File: src/rtl/muldiv_pkg.sv
// Shared definitions for the EX-stage RV32M multiply/divide unit:
// funct3 op codes, FSM state encoding and 32-bit boundary constants.
package muldiv_pkg;

  localparam logic [2:0] MD_MUL    = 3'b000;
  localparam logic [2:0] MD_MULH   = 3'b001;
  localparam logic [2:0] MD_MULHSU = 3'b010;
  localparam logic [2:0] MD_MULHU  = 3'b011;
  localparam logic [2:0] MD_DIV    = 3'b100;
  localparam logic [2:0] MD_DIVU   = 3'b101;
  localparam logic [2:0] MD_REM    = 3'b110;
  localparam logic [2:0] MD_REMU   = 3'b111;

  typedef enum logic [2:0] {
    ST_IDLE = 3'd0,
    ST_MUL  = 3'd1,
    ST_DIV  = 3'd2,
    ST_FIX  = 3'd3,
    ST_DONE = 3'd4
  } md_state_t;

  localparam logic [31:0] INT_MIN  = 32'h8000_0000;
  localparam logic [31:0] ALL_ONES = 32'hFFFF_FFFF;

endpackage

File: src/rtl/ex_muldiv_unit_div_step.sv
// One restoring-division iteration: shift in the next dividend bit, trial-subtract.
// Purely combinational; no flow control.
module div_step (
  input  logic [32:0] rem,
  input  logic        dvd_msb,
  input  logic [31:0] divisor,
  output logic [32:0] rem_next,
  output logic        q_bit
);

  logic [33:0] shifted;
  logic [33:0] trial;

  // Remainder stays below the divisor, so bit 33 of the trial is a clean borrow flag.
  assign shifted  = {rem, dvd_msb};
  assign trial    = shifted - {2'b00, divisor};
  assign q_bit    = ~trial[33];
  assign rem_next = trial[33] ? shifted[32:0] : trial[32:0];

endmodule

File: src/rtl/ex_muldiv_unit.sv
// Iterative RV32M multiply/divide for the EX stage, driving md_stall while busy.
// Latency: MUL* 2 cycles, DIV/REM 34 cycles, divide-by-zero/overflow 1 cycle.
// Backpressure: holds the pipeline via md_stall; EX_flush aborts an in-flight op.
module ex_muldiv_unit
  import muldiv_pkg::*;
#(
  parameter int XLEN      = 32,
  parameter int DIV_CNT_W = 5
) (
  input  logic            clk,
  input  logic            reset,
  input  logic            EX_md_valid,
  input  logic            EX_flush,
  input  logic [2:0]      EX_funct3,
  input  logic [XLEN-1:0] EX_A,
  input  logic [XLEN-1:0] EX_B,
  input  logic [4:0]      EX_rd,
  output logic            md_stall,
  output logic            md_done,
  output logic [XLEN-1:0] md_result,
  output logic [4:0]      md_rd
);

  md_state_t            state;
  logic [2:0]           f3_q;
  logic [4:0]           rd_q;
  logic [XLEN-1:0]      a_q, b_q;
  logic [XLEN-1:0]      dvd_q, dvs_q;
  logic [XLEN:0]        rem_q;
  logic [DIV_CNT_W-1:0] cnt_q;

  logic start;
  assign start    = EX_md_valid && !EX_flush && (state == ST_IDLE);
  assign md_stall = start || (state == ST_MUL) || (state == ST_DIV) || (state == ST_FIX);

  // 64-bit product of operands extended to 33 bits, computed modulo 2^64.
  logic            a_sext, b_sext;
  logic [63:0]     a64, b64, prod;
  logic [XLEN-1:0] mul_res;
  assign a_sext  = (f3_q != MD_MULHU);
  assign b_sext  = (f3_q == MD_MUL) || (f3_q == MD_MULH);
  assign a64     = {{32{a_sext & a_q[31]}}, a_q};
  assign b64     = {{32{b_sext & b_q[31]}}, b_q};
  assign prod    = a64 * b64;
  assign mul_res = (f3_q == MD_MUL) ? prod[31:0] : prod[63:32];

  logic            in_signed, in_ovf;
  logic [XLEN-1:0] abs_a, abs_b;
  assign in_signed = !EX_funct3[0];
  assign in_ovf    = in_signed && (EX_A == INT_MIN) && (EX_B == ALL_ONES);
  assign abs_a     = (in_signed && EX_A[31]) ? -EX_A : EX_A;
  assign abs_b     = (in_signed && EX_B[31]) ? -EX_B : EX_B;

  logic [XLEN:0] step_rem;
  logic          step_q;
  div_step u_div_step (
    .rem      (rem_q),
    .dvd_msb  (dvd_q[XLEN-1]),
    .divisor  (dvs_q),
    .rem_next (step_rem),
    .q_bit    (step_q)
  );

  logic            fix_signed;
  logic [XLEN-1:0] q_fix, r_fix, fix_res;
  assign fix_signed = !f3_q[0];
  assign q_fix   = (fix_signed && (a_q[31] ^ b_q[31])) ? -dvd_q : dvd_q;
  assign r_fix   = (fix_signed && a_q[31]) ? -rem_q[XLEN-1:0] : rem_q[XLEN-1:0];
  assign fix_res = f3_q[1] ? r_fix : q_fix;

  always_ff @(posedge clk) begin
    if (reset) begin
      state     <= ST_IDLE;
      f3_q      <= '0;
      rd_q      <= '0;
      a_q       <= '0;
      b_q       <= '0;
      dvd_q     <= '0;
      dvs_q     <= '0;
      rem_q     <= '0;
      cnt_q     <= '0;
      md_done   <= 1'b0;
      md_result <= '0;
      md_rd     <= '0;
    end else begin
      md_done <= 1'b0;
      case (state)
        ST_IDLE: begin
          if (start) begin
            f3_q <= EX_funct3;
            rd_q <= EX_rd;
            a_q  <= EX_A;
            b_q  <= EX_B;
            if (!EX_funct3[2]) begin
              state <= ST_MUL;
            end else if (EX_B == '0) begin
              state     <= ST_DONE;
              md_done   <= 1'b1;
              md_rd     <= EX_rd;
              md_result <= EX_funct3[1] ? EX_A : ALL_ONES;
            end else if (in_ovf) begin
              state     <= ST_DONE;
              md_done   <= 1'b1;
              md_rd     <= EX_rd;
              md_result <= EX_funct3[1] ? '0 : INT_MIN;
            end else begin
              state <= ST_DIV;
              dvd_q <= abs_a;
              dvs_q <= abs_b;
              rem_q <= '0;
              cnt_q <= DIV_CNT_W'(XLEN - 1);
            end
          end
        end
        ST_MUL: begin
          if (EX_flush) begin
            state <= ST_IDLE;
          end else begin
            state     <= ST_DONE;
            md_done   <= 1'b1;
            md_rd     <= rd_q;
            md_result <= mul_res;
          end
        end
        ST_DIV: begin
          if (EX_flush) begin
            state <= ST_IDLE;
          end else begin
            // Quotient bits shift into the vacated low end of the dividend register.
            rem_q <= step_rem;
            dvd_q <= {dvd_q[XLEN-2:0], step_q};
            cnt_q <= cnt_q - DIV_CNT_W'(1);
            if (cnt_q == '0) state <= ST_FIX;
          end
        end
        ST_FIX: begin
          if (EX_flush) begin
            state <= ST_IDLE;
          end else begin
            state     <= ST_DONE;
            md_done   <= 1'b1;
            md_rd     <= rd_q;
            md_result <= fix_res;
          end
        end
        ST_DONE: state <= ST_IDLE;
        default: state <= ST_IDLE;
      endcase
    end
  end

endmodule

File: config.mk
export PLATFORM = sky130hd
export DESIGN_NAME = ex_muldiv_unit
export DESIGN_NICKNAME = d
export VERILOG_FILES = /design/src/rtl/muldiv_pkg.sv /design/src/rtl/ex_muldiv_unit_div_step.sv /design/src/rtl/ex_muldiv_unit.sv
export SDC_FILE = /design/constraint.sdc
export NUM_CORES = 2
export LEC_CHECK = 0
export CORE_MARGIN = 8
export CORE_UTILIZATION = 66
export CTS_CLUSTER_DIAMETER = 200
export CTS_CLUSTER_SIZE = 28
export DETAILED_ROUTE_END_ITERATION = 8
export GPL_TIMING_DRIVEN = 1
export HOLD_SLACK_MARGIN = 0.03
export PLACE_DENSITY_LB_ADDON = 0.12
export SLEW_MARGIN = 20
export SYNTH_ARGS = -nofsm -noshare
export SYNTH_HDL_FRONTEND = slang
export SYNTH_SLANG_ARGS = --single-unit
export TNS_END_PERCENT = 10
File: constraint.sdc
create_clock -name clk -period 11.6 [get_ports clk]
set_input_delay 2.32 -clock clk [delete_from_list [all_inputs] [get_ports clk]]
set_output_delay 2.32 -clock clk [all_outputs]
set_load 0.02 [all_outputs]
==> impl_metrics.ini <==
[min_path]
min-delay-start = b_q[21]$_SDFFE_PP0P_
hp-class = reg2reg

[power_and_ir_drop]
p_sw_share_pct = 45.0
power.share.clock_pct = 16.7
switchingPower_uw = 1170
pwr_density_cell_nw_per_um2 = 48.4
p_int_uw = 1440
p_leak_uw = 0.0248
comb_power_share_pct = 51.9
p_seq_share_pct = 31.4
ir_drop_v = 0.000135

[placement]
gp_congestion = 0.960
hpwl_mm = 119
port_buffers = 114

[finish]
regArea_um2 = 4310
layout_commonest_cell = inv_1
final_cell_mix = 1285 x inv_1, 1136 x nand2_1, 1126 x fa_1
final_util_pct = 69.5
multi_input_area_um2 = 41300
syn_to_final_growth_pct = 4.06
drive_gt1_share_pct = 2.64
fillers = 6424
fin_nets = 7476

[timing]
worst_pin_slew_ns = 1.14
max_freq_ghz = 0.105
rsz0062_at_grt = false
slew_headroom_pct = 23.5
fin_tns_setup_ns = 0
finalHoldViolCount = 0
setup_viol = 0
finalCritPeriodShare_pct = 82.4
drv_slew = 0
finalWorstPathRequiredPeriod_ns = 9.56
finalClockSkew_ns = 0.0285

[global_routing]
antenna_found_initial = 1
track_usage_pct = 33.9
grt_max_degree = 97
overflow = 0
grt_first_pass_wirelength_mm = 235
grt_pass1_vias = 43000

[worst_setup_path]
worstSetupPathType = reg2reg
crit_path_end_kind = flop
arrival_ns = 9.96
r2r_start = f3_q[0]$_SDFFE_PP0P_
critical_path.max_fanout = 11
crit_start = f3_q[0]$_SDFFE_PP0P_
path_delay_family = adder cells
cp_data_required_time_ns = 12.00
cpMostUsedCell = fa_1
slowest_delay_ns = 0.77
path_buf_inv = 8
slowest_stage = fa_1
crit_path_start_kind = flop

[floorplanning]
start_util_pct = 66.8
die_h_um = 296
die_w_um = 296
rows = 102
core-area_um2 = 77600
die_area_um2 = 87700
ios = 115

[drt]
vias = 41500
first_iter_violations = 3393
wirelength_mm = 144
vias_per_cell = 5.88
wire_per_inst_um = 20.4
drcViolationCount = 0
drtPass1Iterations = 6
ant_nets = 0

[logic_synthesis]
synth_cells = 6169
syn_nets = 7623
synth_top_area_cell = fa_1
yosysWarnings = 0
synth-edff-count = 0
synth_area_leaders = fa_1 44%, inv_1 9.3%, dfxtp_1 8.3%
netlist_area_um2 = 51800
synth_seq_cells = 215
seq_area_frac_synth_pct = 8.31
synthFlopType = dfxtp_1
synth_top_area_share_pct = 43.5
avgSynthCellArea_um2 = 8.40
synth.distinct_cells = 79
ys_async_sr_fraction_pct = 0

[clock_network]
cts_tree = done
cts_inserted_buffers = 11
cts_buffer_depth = 3
hold_buffers = 0
clk_latency_ns = 0.49
clkTransAtPathRegs_ns = 0.12
htree_levels = 1
clock_sinks = 215
root_buffer = clkbuf_16
post_cts_resize_count = 0
cts_setup_buffers = 0

[status]
status = finished, final reports clean

[flow_run]
max_cap_violations = 0
-- power groups by stage --
stage                     clock [µW]  combinational (µW)  sequential, µW
after floorplan                    0                 918             812
after global placement             0                1320             833
after detailed placement           0                1330             834
after CTS                        440                1340             817
after global routing             459                1490             824
final                            436                1350             820
-- worst min-delay path, stage by stage (launching register included) --
cell and delay [ns]:
dfxtp_1 0.33, nand2_1 0.05, a21oi_1 0.05
-- state kept, by name (all words and copies together), names as in the netlist --
name,cells
rd_q,5
dvs_q,32
md_rd,5
md_result,32
f3_q,3
rem_q,33
dvd_q,32
state,3
a_q,32
cnt_q,5
b_q,32
md_done,1
-- logic make-up (layout without fill, tap and decap cells) --
group | after synthesis | after routing | share of synthesized area, %
XOR/XNOR | 203 | 203 | 3.45
adder cells (fa/ha/maj) | 1378 | 1378 | 49.6
AND/OR/NAND/NOR | 1944 | 1944 | 16.8
AO/OA/AOI/OAI | 746 | 746 | 9.27
flip-flops | 215 | 215 | 8.31
other | 0 | 1 | 0
multiplexers | 31 | 31 | 0.604
buffers and inverters | 1652 | 1504 | 12.0
-- per-layer routing --
metal | track usage [%] | wire length [µm]
met5 | 0 | 0
met4 | 9.13 | 4750
met3 | 5.61 | 13000
met2 | 54.6 | 66600
met1 | 47.7 | 59900
-- cell type report --
| cell class | count | share of cell area (%) |
|---|---|---|
| multi-input combinational | 4302 | 76.7 |
| inverter | 1285 | 8.95 |
| sequential | 215 | 8.00 |
| timing repair buffer | 207 | 3.41 |
| tap | 1040 | 2.41 |
| clock buffer | 11 | 0.511 |
| clock inverter | 1 | 0.0209 |
| antenna | 1 | 0.00464 |
-- through the flow --
stage	cell area (µm²)	cells	hold slack [ns]	total power [µW]	worst slack, ns
after CTS	53900	7061	0.463	2600	2.09
after global placement	53600	7049	0.442	2150	2.32
after global routing	53900	7061	0.480	2780	1.45
after floorplan	51800	6169	0.437	1730	3.14
after detailed placement	53600	7049	0.447	2170	2.12
final	53900	7062	0.462	2610	2.04
-- path summary, 6_finish.rpt --
| check | end | slack [ns] | cells after the start |
|---|---|---|---|
| max | md_result[26]$_SDFFE_PP0P_ | 2.04 | 29 |
| min | b_q[21]$_SDFFE_PP0P_ | 0.46 | 2 |
| max reg2reg | md_result[26]$_SDFFE_PP0P_ | 2.04 | 29 |
| min reg2reg | b_q[21]$_SDFFE_PP0P_ | 0.46 | 2 |
-- synth_stat cells, drive strengths merged, types with 33 or more instances --
| cell | count |
|---|---|
| inv | 1285 |
| nand2 | 1137 |
| fa | 1126 |
| clkbuf | 351 |
| and2 | 279 |
| a21oi | 258 |
| nor2 | 253 |
| ha | 252 |
| dfxtp | 215 |
| o21ai | 130 |
| xnor2 | 123 |
| xor2 | 80 |
| a211oi | 71 |
| nor3 | 55 |
| o211ai | 43 |
| nand3 | 33 |
| o31ai | 33 |
Note: power is estimated with default switching activity, not from simulation.
